==> src/rtl/sobel_edge_core.sv <==
// 3x3 Sobel edge detector over streamed pixel columns, with frame/line tracking and border suppression.
// Latency: 3 cycles from the accepting edge to valid_out. Backpressure: none; the pipeline is free-running.
module sobel_edge_core #(
   parameter int DATA_WIDTH = 8,
   parameter int PIC_WIDTH  = 250,
   parameter int PIC_HEIGHT = 250
) (
   input  logic                  clk,
   input  logic                  rst,
   input  logic                  sof_in,
   input  logic                  valid_in,
   input  logic [DATA_WIDTH-1:0] din1,
   input  logic [DATA_WIDTH-1:0] din2,
   input  logic [DATA_WIDTH-1:0] din3,
   input  logic [1:0]            mode,
   input  logic [DATA_WIDTH-1:0] thresh,
   output logic [DATA_WIDTH-1:0] dout,
   output logic                  valid_out,
   output logic                  eol_out,
   output logic                  eof_out
);
   localparam int W  = DATA_WIDTH;
   localparam int W2 = W + 2;
   localparam int CW = (PIC_WIDTH  > 1) ? $clog2(PIC_WIDTH)  : 1;
   localparam int RW = (PIC_HEIGHT > 1) ? $clog2(PIC_HEIGHT) : 1;
   localparam logic [CW-1:0] COL_LAST = CW'(PIC_WIDTH - 1);
   localparam logic [RW-1:0] ROW_LAST = RW'(PIC_HEIGHT - 1);
   localparam logic [W+3:0]  SAT      = {4'b0, {W{1'b1}}};

   logic [CW-1:0]        r_col;
   logic [RW-1:0]        r_row;
   logic [1:0]           r_mode_sh;
   logic [W-1:0]         r_thr_sh;
   logic [2:0][W-1:0]    r_t, r_m, r_b;
   logic                 r_v1, r_bdr1, r_eol1, r_eof1;
   logic [1:0]           r_mode1;
   logic [W-1:0]         r_thr1;
   logic signed [W+2:0]  r_gx, r_gy;
   logic [W-1:0]         r_c2, r_thr2;
   logic                 r_v2, r_bdr2, r_eol2, r_eof2;
   logic [1:0]           r_mode2;
   logic [W+3:0]         r_l1, r_alt;
   logic [W-1:0]         r_c3, r_thr3;
   logic                 r_v3, r_bdr3, r_eol3, r_eof3;
   logic [1:0]           r_mode3;

   logic [CW-1:0]        w_col;
   logic [RW-1:0]        w_row;
   logic                 w_first, w_eol, w_eof, w_border;
   logic [1:0]           w_mode_eff;
   logic [W-1:0]         w_thr_eff;
   logic [W+1:0]         w_gx_p, w_gx_n, w_gy_p, w_gy_n;
   logic signed [W+2:0]  w_gx, w_gy;
   logic [W+1:0]         w_ax, w_ay, w_mx, w_mn;
   logic [W-1:0]         w_dout;

   // sof_in only matters on an accepted pixel; it restarts the position at the frame origin
   assign w_col      = sof_in ? '0 : r_col;
   assign w_row      = sof_in ? '0 : r_row;
   assign w_first    = (w_col == '0) && (w_row == '0);
   assign w_eol      = (w_col == COL_LAST);
   assign w_eof      = w_eol && (w_row == ROW_LAST);
   assign w_border   = (int'(w_col) < 2) || (int'(w_row) < 2);
   assign w_mode_eff = w_first ? mode   : r_mode_sh;
   assign w_thr_eff  = w_first ? thresh : r_thr_sh;

   always_ff @(posedge clk or posedge rst) begin
      if (rst) begin
         r_col     <= '0;
         r_row     <= '0;
         r_mode_sh <= '0;
         r_thr_sh  <= '0;
      end else if (valid_in) begin
         if (w_eol) begin
            r_col <= '0;
            r_row <= (w_row == ROW_LAST) ? '0 : w_row + 1'b1;
         end else begin
            r_col <= w_col + 1'b1;
            r_row <= w_row;
         end
         if (w_first) begin
            r_mode_sh <= mode;
            r_thr_sh  <= thresh;
         end
      end
   end

   // Index 0 is the newest column c, index 2 the oldest column c-2
   assign w_gx_p = {2'b0, r_t[0]} + {1'b0, r_m[0], 1'b0} + {2'b0, r_b[0]};
   assign w_gx_n = {2'b0, r_t[2]} + {1'b0, r_m[2], 1'b0} + {2'b0, r_b[2]};
   assign w_gy_p = {2'b0, r_t[0]} + {1'b0, r_t[1], 1'b0} + {2'b0, r_t[2]};
   assign w_gy_n = {2'b0, r_b[0]} + {1'b0, r_b[1], 1'b0} + {2'b0, r_b[2]};
   assign w_gx   = $signed({1'b0, w_gx_p}) - $signed({1'b0, w_gx_n});
   assign w_gy   = $signed({1'b0, w_gy_p}) - $signed({1'b0, w_gy_n});

   assign w_ax = r_gx[W+2] ? W2'(-r_gx) : W2'(r_gx);
   assign w_ay = r_gy[W+2] ? W2'(-r_gy) : W2'(r_gy);
   assign w_mx = (w_ax > w_ay) ? w_ax : w_ay;
   assign w_mn = (w_ax > w_ay) ? w_ay : w_ax;

   always_ff @(posedge clk or posedge rst) begin
      if (rst) begin
         r_t <= '0; r_m <= '0; r_b <= '0;
         r_v1 <= 1'b0; r_bdr1 <= 1'b0; r_eol1 <= 1'b0; r_eof1 <= 1'b0;
         r_mode1 <= '0; r_thr1 <= '0;
         r_gx <= '0; r_gy <= '0; r_c2 <= '0; r_thr2 <= '0; r_mode2 <= '0;
         r_v2 <= 1'b0; r_bdr2 <= 1'b0; r_eol2 <= 1'b0; r_eof2 <= 1'b0;
         r_l1 <= '0; r_alt <= '0; r_c3 <= '0; r_thr3 <= '0; r_mode3 <= '0;
         r_v3 <= 1'b0; r_bdr3 <= 1'b0; r_eol3 <= 1'b0; r_eof3 <= 1'b0;
      end else begin
         r_v1 <= valid_in;
         if (valid_in) begin
            r_t     <= {r_t[1:0], din1};
            r_m     <= {r_m[1:0], din2};
            r_b     <= {r_b[1:0], din3};
            r_bdr1  <= w_border;
            r_eol1  <= w_eol;
            r_eof1  <= w_eof;
            r_mode1 <= w_mode_eff;
            r_thr1  <= w_thr_eff;
         end
         r_v2    <= r_v1;
         r_gx    <= w_gx;
         r_gy    <= w_gy;
         r_c2    <= r_m[1];
         r_bdr2  <= r_bdr1;
         r_eol2  <= r_eol1;
         r_eof2  <= r_eof1;
         r_mode2 <= r_mode1;
         r_thr2  <= r_thr1;
         r_v3    <= r_v2;
         r_l1    <= {2'b0, w_ax} + {2'b0, w_ay};
         r_alt   <= {2'b0, w_mx} + {2'b0, (w_mn >> 1)};
         r_c3    <= r_c2;
         r_bdr3  <= r_bdr2;
         r_eol3  <= r_eol2;
         r_eof3  <= r_eof2;
         r_mode3 <= r_mode2;
         r_thr3  <= r_thr2;
      end
   end

   always_comb begin
      w_dout = '0;
      case (r_mode3)
         2'd0:    w_dout = (r_l1  > SAT) ? '1 : r_l1[W-1:0];
         2'd1:    w_dout = (r_alt > SAT) ? '1 : r_alt[W-1:0];
         2'd2:    w_dout = (r_l1 >= {4'b0, r_thr3}) ? '1 : '0;
         default: w_dout = r_c3;
      endcase
      if (r_bdr3) w_dout = '0;
   end

   always_ff @(posedge clk or posedge rst) begin
      if (rst) begin
         dout      <= '0;
         valid_out <= 1'b0;
         eol_out   <= 1'b0;
         eof_out   <= 1'b0;
      end else begin
         valid_out <= r_v3;
         eol_out   <= r_v3 & r_eol3;
         eof_out   <= r_v3 & r_eof3;
         if (r_v3) dout <= w_dout;
      end
   end
endmodule

==> config.mk <==
export PLATFORM = sky130hd
export DESIGN_NAME = sobel_edge_core
export DESIGN_NICKNAME = d
export VERILOG_FILES = /design/src/rtl/sobel_edge_core.sv
export SDC_FILE = /design/constraint.sdc
export NUM_CORES = 1
export LEC_CHECK = 0
export BUFFER_PORTS_ARGS = -buffer_cell sky130_fd_sc_hd__buf_4
export CAP_MARGIN = 20
export CORE_ASPECT_RATIO = 2
export CORE_MARGIN = 5
export CORE_UTILIZATION = 62
export DETAILED_ROUTE_END_ITERATION = 10
export GPL_ROUTABILITY_DRIVEN = 0
export GPL_TIMING_DRIVEN = 0
export PLACE_DENSITY = 0.79
export SLEW_MARGIN = 20
export SYNTH_ARGS = -nofsm -noshare
export SYNTH_HDL_FRONTEND = slang
export SYNTH_SLANG_ARGS = --single-unit
==> constraint.sdc <==
create_clock -name clk -period 7.2 [get_ports clk]
set_input_delay 1.08 -clock clk [delete_from_list [all_inputs] [get_ports clk]]
set_output_delay 1.08 -clock clk [all_outputs]
set_load 0.01 [all_outputs]
==> flow_summary.json, run 1 <==
{
  "num_io_pins": 49,
  "cp.buffers_inverters": 3,
  "rsz0062_at_grt": "false",
  "clk_latency_ps": 500,
  "max_cap_viol_count": 0,
  "yosysWarnings": 0,
  "fp.coreArea_um2": 17700,
  "synth-async-reset-ratio": 1.00,
  "nets": 1233,
  "numCtsBuffers": 19,
  "syn_nets": 1162,
  "crit_fanout": 10,
  "worst_ep_arrival_time_ps": 6260,
  "clockRootBuffer": "clkbuf_16",
  "drc_errors": 0,
  "htreeDepth": 1,
  "grt_pass1_vias": 8254,
  "die_w_um": 104,
  "endpoint_kind": "register",
  "synth-edff-count": 0,
  "dieArea_um2": 20700,
  "routedWlPerCell_um": 19.0,
  "portBuffers": 48,
  "grt.overflow.total": 0,
  "ys_top_cells_by_area": "dfrtp_1 46%, fa_1 12%, ha_1 7.8%",
  "crit_required_ps": 7610,
  "cp-start-kind": "register",
  "ys_types": 57,
  "netlist_area_um2": 11000,
  "max_stage_delay_ps": 590,
  "crit_type": "register to register",
  "post_cts_resized": 0,
  "dp_hpwl_um": 19200,
  "crit_family": "compound AO/OA/AOI/OAI gates",
  "yosys-top-cells-count": "201 x dfrtp_1, 122 x inv_1, 74 x o21ai_0",
  "drtIter0Drc": 331,
  "ys_seq_area_frac": 0.455,
  "cpMostUsedCell": "ha_1",
  "period_minus_slack_ps": 5850,
  "row_count": 69,
  "grt_max_degree": 103,
  "die_h_um": 199,
  "drtPass1Iterations": 5,
  "grt_pass1_wl_um": 41200,
  "initial_core_util": 0.624,
  "synth_flop_cell": "dfrtp_1",
  "worstMarginPinSlew_ps": 924,
  "path_clk_slew_ps": 70,
  "min_path_type": "register to register",
  "vias": 7460,
  "slew_violations": 0,
  "synth_top_area_frac": 0.455,
  "fillCellCount": 1266,
  "routed_wl_um": 24500,
  "cts_tree": "done",
  "synthMuxAreaShare": 0.0597,
  "cts.path.max_buffers": 3,
  "hold_viol_final": 0,
  "syn2layout_area_growth_pct": 11.9,
  "track_usage": 0.251,
  "yosysMostFrequentCell": "dfrtp_1",
  "setup-violations-final": 0,
  "cts_hold_buf": 0,
  "drt-vias-per-instance": 5.79,
  "fmax_mhz": 171,
  "antenna_found_initial": 0,
  "yosys.area_share.simple": 0.0931,
  "ant_nets": 0,
  "maxSlewHeadroom": 0.384,
  "cts.sinks": 201,
  "status": "finished, final reports clean",
  "synth_compound_area_frac": 0.113,
  "drive_gt1_frac": 0.136,
  "totalNegativeSetupSlack_ps": 0,
  "ys_ff_latch": 201,
  "diodes": 0,
  "syn_inst": 991,
  "critPathSlowestCell": "or4_4",
  "synth_largest_area_cell": "dfrtp_1",
  "fin_crit_sh": 0.812,
  "path_cells": "inv_1, ha_1, nand2_1, o31ai_1, nand2_1, xor2_1, ha_1, or4_4, or4_4, o41ai_4, buf_4, nor2_1, a21oi_1, ha_1, inv_1, fa_1, nor2b_1, o21ai_0, a21boi_0, o31ai_1, a21oi_1, xor2_1",
  "fin_util": 0.698,
  "fin_skew_ps": 11.9,
  "synth_fa_ha_area_frac": 0.194,
  "post_cts_buffers": 0,
  "synth-xor-area-share": 0.0325,
  "syn_area_per_cell_um2": 11.1,
  "synth_top_family_by_area": "adder cells"
}
## layout by cell type (no fill, tap or decap), types with 6 or more instances in the layout
| cell type | count |
|---|---|
| dfrtp_1 | 201 |
| inv_1 | 121 |
| o21ai_0 | 74 |
| nand2_1 | 70 |
| ha_1 | 69 |
| fa_1 | 64 |
| nor2_1 | 52 |
| buf_4 | 49 |
| mux2_2 | 47 |
| a21oi_1 | 33 |
| clkbuf_1 | 24 |
| nand3_1 | 21 |
| xor2_1 | 21 |
| xnor2_1 | 20 |
| clkbuf_16 | 19 |
| nor3_1 | 16 |
| nor2b_1 | 13 |
| mux2i_1 | 13 |
| a21o_1 | 11 |
| nand2b_1 | 10 |
| o31ai_1 | 10 |
| o21a_1 | 8 |
| o21bai_1 | 8 |
| o221a_2 | 8 |
| a21boi_0 | 7 |
| or3_1 | 6 |
## metal layers
layer  vias up  global-route usage  share of wire
li1       3476                   -              -
met1      3706               0.245           0.31
met2       179               0.498           0.59
met3        99              0.0305          0.035
met4         0               0.134          0.062
met5         -                   0              0
## logic make-up (layout without fill, tap and decap cells)
kind of cell             count (synthesis)  count (layout)
adder cells (fa/ha/maj)                133             133
multiplexers                            60              60
flip-flops                             201             201
AO/OA/AOI/OAI                          191             191
buffers and inverters                  150             234
XOR/XNOR                                41              41
AND/OR/NAND/NOR                        215             215
## path summary, 6_finish.rpt
path / startpoint / endpoint / slack (ps) / cells after the start
worst max-delay path: r_gx[0] / r_alt[8] / 1350 / 22
worst min-delay path: r_thr2[6] / r_thr3[6] / 350 / 0
worst max register to register: r_gx[0] / r_alt[8] / 1350 / 22
worst min register to register: r_thr2[6] / r_thr3[6] / 350 / 0
max in group asynchronous: rst / r_alt[7] / 6100 / 3
min in group asynchronous: rst / eol_out / 700 / 3
## worst reg2reg max path: stages (launching register included)
cell,delay [ps]
dfrtp_1,430
inv_1,130
ha_1,190
nand2_1,100
o31ai_1,360
nand2_1,130
xor2_1,350
ha_1,390
or4_4,590
or4_4,510
o41ai_4,160
buf_4,300
nor2_1,50
a21oi_1,160
ha_1,200
inv_1,60
fa_1,400
nor2b_1,180
o21ai_0,160
a21boi_0,380
o31ai_1,190
a21oi_1,190
xor2_1,170
## layout make-up
type	instances	area, um^2	area share
multi-input cells	640	5440	0.440
flip-flops and latches	201	5030	0.407
clock buffers	21	483	0.0391
inverters	123	469	0.0380
repair buffers	50	415	0.0336
well taps	213	267	0.0216
clock inverters	13	139	0.0112
plain buffers	27	113	0.00911
## state kept, by name, indices dropped and copies added (netlist names), 11 cells and up
| register | count |
|---|---|
| r_gy | 11 |
| r_gx | 11 |
| r_m | 24 |
| r_b | 24 |
| r_alt | 11 |
| r_t | 24 |
| r_l1 | 11 |
## metrics by stage
step                setup WS, ps  hold WS, ps  instance area (um^2)  instances
finish                      1350          347                 12400       1288
global route                 913          351                 12400       1288
CTS                         1360          345                 12400       1288
detailed placement          1380          335                 11700       1254
global placement           -1290          332                 11700       1252
floorplan                    638          331                 11000        991
Power of run 1 is not shown: default switching activity piles up to over one toggle a cycle in this logic, so the estimate is an artifact.
==> run 2, diff against run 1 <==
--- a/config.mk
+++ b/config.mk
@@ -5,6 +5,7 @@
 export SDC_FILE = /design/constraint.sdc
 export NUM_CORES = 1
 export LEC_CHECK = 0
+export ABC_AREA = 1
 export BUFFER_PORTS_ARGS = -buffer_cell sky130_fd_sc_hd__buf_4
 export CAP_MARGIN = 20
 export CORE_ASPECT_RATIO = 2
==> constraint.sdc (replaced) <==
create_clock -name clk -period 5.8 [get_ports clk]
set_input_delay 0.87 -clock clk [delete_from_list [all_inputs] [get_ports clk]]
set_output_delay 0.87 -clock clk [all_outputs]
set_load 0.01 [all_outputs]
==> run 2 against run 1 <==
- via count up 16%
- hold slack about the same
- fmax up 17%
- register-to-register slack worse by 550 ps
- design area up 3.2%
- critical endpoint is now r_alt[6]
- first-iteration DRC count up 16%
- area after synthesis up 2.5%
==> flow_summary.json, run 2 <==
{
  "status": "finished, final reports clean",
  "drtIter0Drc": 385,
  "met1_usage": 0.272,
  "path_clk_slew_ps": 70,
  "ant_nets": 0,
  "met2_usage": 0.515,
  "grtUsageMet3": 0.0266,
  "routedWlPerCell_um": 17.4,
  "synth_flop_cell": "dfrtp_1",
  "yosys-top-cells-count": "280 x nand2_1, 201 x dfrtp_1, 194 x inv_1",
  "period_minus_slack_ps": 5000,
  "endpoint_kind": "register",
  "netlist_area_um2": 11300,
  "vias": 8634,
  "yosysMostFrequentCell": "nand2_1",
  "crit_type": "register to register",
  "cts.sinks": 201,
  "syn_area_per_cell_um2": 9.07,
  "syn_nets": 1420,
  "crit_required_ps": 6190,
  "dp_hpwl_um": 21100,
  "dieArea_um2": 21200,
  "reg_top3": "r_b (24), r_m (24), r_t (24)",
  "ys_ff_latch": 201,
  "numCtsBuffers": 19,
  "hold_viol_final": 0,
  "ys_seq_area_frac": 0.444,
  "drive_gt1_frac": 0.0831,
  "ys_top_cells_by_area": "dfrtp_1 44%, fa_1 11%, nand2_1 9.3%",
  "cts_hold_buf": 0,
  "drtPass1Iterations": 6,
  "htreeDepth": 1,
  "row_count": 70,
  "min_path_type": "input port to asynchronous set/reset pin",
  "syn_inst": 1249,
  "grt.overflow.total": 0,
  "final_cell_mix": "280 x nand2_1, 201 x dfrtp_1, 193 x inv_1, 133 x o21ai_0, 77 x nor2_1",
  "fin_hold_ws_ps": 348,
  "cts_tree": "done",
  "layout_commonest_cell": "nand2_1",
  "syn2layout_area_growth_pct": 12.6,
  "num_io_pins": 49,
  "cp-start-kind": "register",
  "routed_wl_um": 27100,
  "rsz0062_at_grt": "false",
  "drc_errors": 0,
  "track_usage": 0.268,
  "synth-edff-count": 0,
  "drt-vias-per-instance": 5.56,
  "worstMarginPinSlew_ps": 829,
  "maxSlewHeadroom": 0.442,
  "grt_pass1_wl_um": 44800,
  "fin_crit_sh": 0.862,
  "post_cts_resized": 0,
  "ys_types": 39,
  "worst_ep_arrival_time_ps": 5390,
  "grt_pass1_vias": 9147,
  "synth_top_area_frac": 0.444,
  "die_w_um": 106,
  "totalNegativeSetupSlack_ps": 0,
  "synth-async-reset-ratio": 1.00,
  "die_h_um": 201,
  "nets": 1495,
  "cts.path.max_buffers": 3,
  "initial_core_util": 0.625,
  "slew_violations": 0,
  "max_cap_viol_count": 0,
  "fmax_mhz": 200,
  "synth_largest_area_cell": "dfrtp_1",
  "diodes": 0,
  "setup-violations-final": 0,
  "post_cts_buffers": 0,
  "crit_fanout": 10,
  "grt_max_degree": 36,
  "portBuffers": 48,
  "fillCellCount": 1316,
  "top_usage_layer": "met2",
  "clockRootBuffer": "clkbuf_16",
  "fin_skew_ps": 11.5,
  "antenna_found_initial": 0,
  "clk_latency_ps": 490,
  "fp.coreArea_um2": 18100,
  "yosysWarnings": 0
}
==> run 2: cell count changes after synthesis, moves of 13 or more <==
cell,before,now
nor2b_1,13,0
nor2_1,52,77
o21ai_1,0,14
inv_1,122,194
mux2_2,47,0
mux2i_1,13,0
nand3_1,21,52
o21ai_0,74,133
xnor2_1,20,6
xor2_1,21,36
nand2_1,70,280
==> run 2: through the flow <==
stage / setup slack [ps] / utilization / cell area [um^2] / cells
after floorplan: 1860 / - / 11300 / 1249
after global placement: 983 / 0.660 / 12000 / 1513
after detailed placement: 828 / 0.667 / 12100 / 1519
after CTS: 809 / 0.703 / 12800 / 1552
after global routing: 324 / 0.703 / 12800 / 1552
final: 799 / 0.703 / 12800 / 1552
==> run 2: critical path, stage by stage (launching register included) <==
cell,delay (ps)
dfrtp_1,380
inv_1,160
ha_1,230
nand3_1,110
o21ai_0,360
o21ai_0,150
nand2_1,80
nand2_1,130
ha_1,450
nor2_1,140
nand2_1,80
nor2_1,170
nand2_1,100
nand3_1,110
nand2_1,120
buf_2,210
o21ai_0,210
ha_1,230
inv_1,80
fa_1,410
o21ai_0,410
a21oi_1,110
o21ai_0,200
xor2_1,260
==> run 2: path summary, 6_finish.rpt <==
path | start | end | slack (ps) | cells after the start
max | r_gx[0] | r_alt[6] | 800 | 23
max reg2reg | r_gx[0] | r_alt[6] | 800 | 23
min in group clk | r_c2[5] | r_c3[5] | 350 | 0
min | rst | r_b[19] | 350 | 2
max in group asynchronous | rst | r_thr1[5] | 4290 | 6
min reg2reg | r_c2[5] | r_c3[5] | 350 | 0
==> run 2: layer usage <==
layer | vias up | wire length [um] | share of wire
li1 | 4089 | - | -
met1 | 4158 | 8620 | 0.32
met2 | 271 | 15500 | 0.57
met3 | 116 | 1010 | 0.037
met4 | 0 | 1890 | 0.070
met5 | - | 0 | 0
==> run 2: cell type report <==
type | count | area (um^2) | area share
timing repair buffer | 54 | 488 | 0.0383
multi-input combinational | 820 | 5410 | 0.424
clock buffer | 24 | 504 | 0.0395
inverter | 199 | 751 | 0.0589
clock inverter | 9 | 158 | 0.0124
buffer | 29 | 143 | 0.0112
tap | 216 | 270 | 0.0212
sequential | 201 | 5030 | 0.394
==> run 2: cells by family after synthesis <==
group,count (synthesis),synth area share
AOI/OAI and AO/OA,206,0.0954
xor gates and xnor gates,42,0.0325
adders and majority gates,133,0.189
buffers and inverters,228,0.0785
DFF,201,0.444
and+or+nand+nor,439,0.160
Power of run 2 is left out for the same reason.
==> run 3, diff against run 2 <==
--- a/config.mk
+++ b/config.mk
@@ -10,11 +10,11 @@
 export CAP_MARGIN = 20
 export CORE_ASPECT_RATIO = 2
 export CORE_MARGIN = 5
-export CORE_UTILIZATION = 62
+export CORE_UTILIZATION = 56
 export DETAILED_ROUTE_END_ITERATION = 10
 export GPL_ROUTABILITY_DRIVEN = 0
 export GPL_TIMING_DRIVEN = 0
-export PLACE_DENSITY = 0.79
+export PLACE_DENSITY = 0.75
 export SLEW_MARGIN = 20
 export SYNTH_ARGS = -nofsm -noshare
 export SYNTH_HDL_FRONTEND = slang
==> constraint.sdc (replaced) <==
create_clock -name clk -period 4.5 [get_ports clk]
set_input_delay 0.675 -clock clk [delete_from_list [all_inputs] [get_ports clk]]
set_output_delay 0.675 -clock clk [all_outputs]
set_load 0.01 [all_outputs]
==> run 3 against run 2 <==
- register-to-register slack lost 570 ps
- flip-flop and latch count is the same
- die area up 9.9%
- cell count is 3.0% higher
- sequential share of layout area decreased by 0.52 points
- global-route usage down 2.1 points
==> flow_summary.json, run 3 (synthesis gave the netlist of run 2 again) <==
{
  "fin_util": 0.649,
  "routed_wl_um": 27700,
  "totalNegativeSetupSlack_ps": 0,
  "drtIter0Drc": 428,
  "worstMarginPinSlew_ps": 719,
  "endpoint_kind": "register",
  "drive_gt1_frac": 0.0995,
  "max_stage_delay_ps": 390,
  "syn2layout_area_growth_pct": 14.1,
  "fin_skew_ps": 17.5,
  "vias": 8592,
  "min_path_type": "input port to asynchronous set/reset pin",
  "grt_pass1_wl_um": 45900,
  "dieArea_um2": 23300,
  "clk_latency_ps": 510,
  "cts_hold_buf": 0,
  "dp_hpwl_um": 21200,
  "slew_violations": 0,
  "cpMostUsedCell": "nand2_1",
  "nets": 1495,
  "hold_viol_final": 0,
  "crit_required_ps": 4920,
  "antenna_found_initial": 0,
  "cp.buffers_inverters": 3,
  "numCtsBuffers": 19,
  "timing.final.ws_setup_ps": 228,
  "final_cell_mix": "279 x nand2_1, 201 x dfrtp_1, 192 x inv_1, 129 x o21ai_0, 76 x nor2_1",
  "die_w_um": 111,
  "reg_top3": "r_b (24), r_m (24), r_t (24)",
  "fillCellCount": 1656,
  "grt_pass1_vias": 9248,
  "drc_errors": 0,
  "fmax_mhz": 234,
  "reg2reg_from": "r_gx[0]",
  "worst_ep_arrival_time_ps": 4690,
  "path_clk_slew_ps": 70,
  "crit_type": "register to register",
  "drtPass1Iterations": 5,
  "layout_commonest_cell": "nand2_1",
  "cts_tree": "done",
  "maxSlewHeadroom": 0.515,
  "diodes": 0,
  "fin_crit_sh": 0.949,
  "grt_max_degree": 35,
  "dp_slack_ps": -464,
  "ant_nets": 0,
  "track_usage": 0.248,
  "portBuffers": 48,
  "period_minus_slack_ps": 4270,
  "max_cap_viol_count": 0,
  "cp-startpoint": "r_gx[0]",
  "critPathSlowestCell": "dfrtp_1",
  "htreeDepth": 1,
  "cts.path.max_buffers": 3,
  "multi_input_area_um2": 5490,
  "crit_fanout": 10,
  "drt-vias-per-instance": 5.37,
  "setup-violations-final": 0,
  "cp-start-kind": "register",
  "crit_family": "simple AND/OR/NAND/NOR gates",
  "status": "finished, final reports clean",
  "grt.overflow.total": 0,
  "num_io_pins": 49,
  "row_count": 73,
  "placed_cell_area_um2": 12100,
  "clockRootBuffer": "clkbuf_16",
  "cts.sinks": 201,
  "path_cells": "inv_2, ha_1, nand3_1, o21ai_2, o21ai_0, nand2_1, nand2_2, ha_4, nor2_1, nand2_1, nor2_2, nand3_1, nand2_1, buf_4, nand2_1, o21ai_1, ha_2, inv_1, fa_2, o21ai_2, a21oi_1, o21ai_0, xor2_1",
  "die_h_um": 211,
  "fin_area_um2": 12900,
  "ff_latch_area_um2": 5030,
  "fp.coreArea_um2": 19900,
  "initial_core_util": 0.569,
  "routedWlPerCell_um": 17.3
}
==> run 3: changes by cell type in the layout (fill, tap and decap cells not counted), sizes merged <==
cell / before / now
clkinvlp: 3 / 2
clkbuf: 40 / 35
clkinv: 4 / 6
inv: 197 / 201
buf: 67 / 68
==> run 3: area by class of cell <==
type | count | area share
clock inverter | 14 | 0.0156
clock buffer | 20 | 0.0379
sequential | 201 | 0.389
multi-input combinational | 820 | 0.425
timing repair buffer | 55 | 0.0378
inverter | 199 | 0.0581
buffer | 28 | 0.0109
tap | 262 | 0.0254
==> run 3: timing repair <==
action	4_1_cts	5_1_grt
gates resized for setup	8	15
pin swaps	0	2
setup buffers	0	1
setup endpoints to repair	7	6
==> run 3: path summary, 6_finish.rpt <==
path,depth (start not counted),end,slack [ps]
worst max-delay path,23,r_alt[6],230
worst min-delay path,2,r_gy[6],270
worst max register to register,23,r_alt[6],230
worst min register to register,0,r_thr3[4],340
max in group asynchronous,5,r_eof3,3180
min in group clk,1,r_v1,280
==> run 3: worst reg2reg max path, delay by kind of cell (launching register included) <==
kind / cells / cell delay, ps
AND/OR/NAND/NOR: 9 / 1190
adder cells (fa/ha/maj): 4 / 1110
AO/OA/AOI/OAI: 6 / 930
flip-flops: 1 / 390
buffers and inverters: 3 / 390
XOR/XNOR: 1 / 190
==> run 3: per-layer routing <==
| layer | GRT usage | routed length (um) |
|---|---|---|
| met1 | 0.245 | 9010 |
| met2 | 0.485 | 15900 |
| met3 | 0.0244 | 895 |
| met4 | 0.155 | 1910 |
| met5 | 0 | 0 |
==> run 3: metrics by stage <==
step	hold slack, ps	instances
2_1_floorplan	331	1249
3_3_place_gp	332	1559
3_5_place_dp	335	1565
4_1_cts	266	1599
5_1_grt	270	1599
6_report	267	1599
Power of run 3 is left out for the same reason.
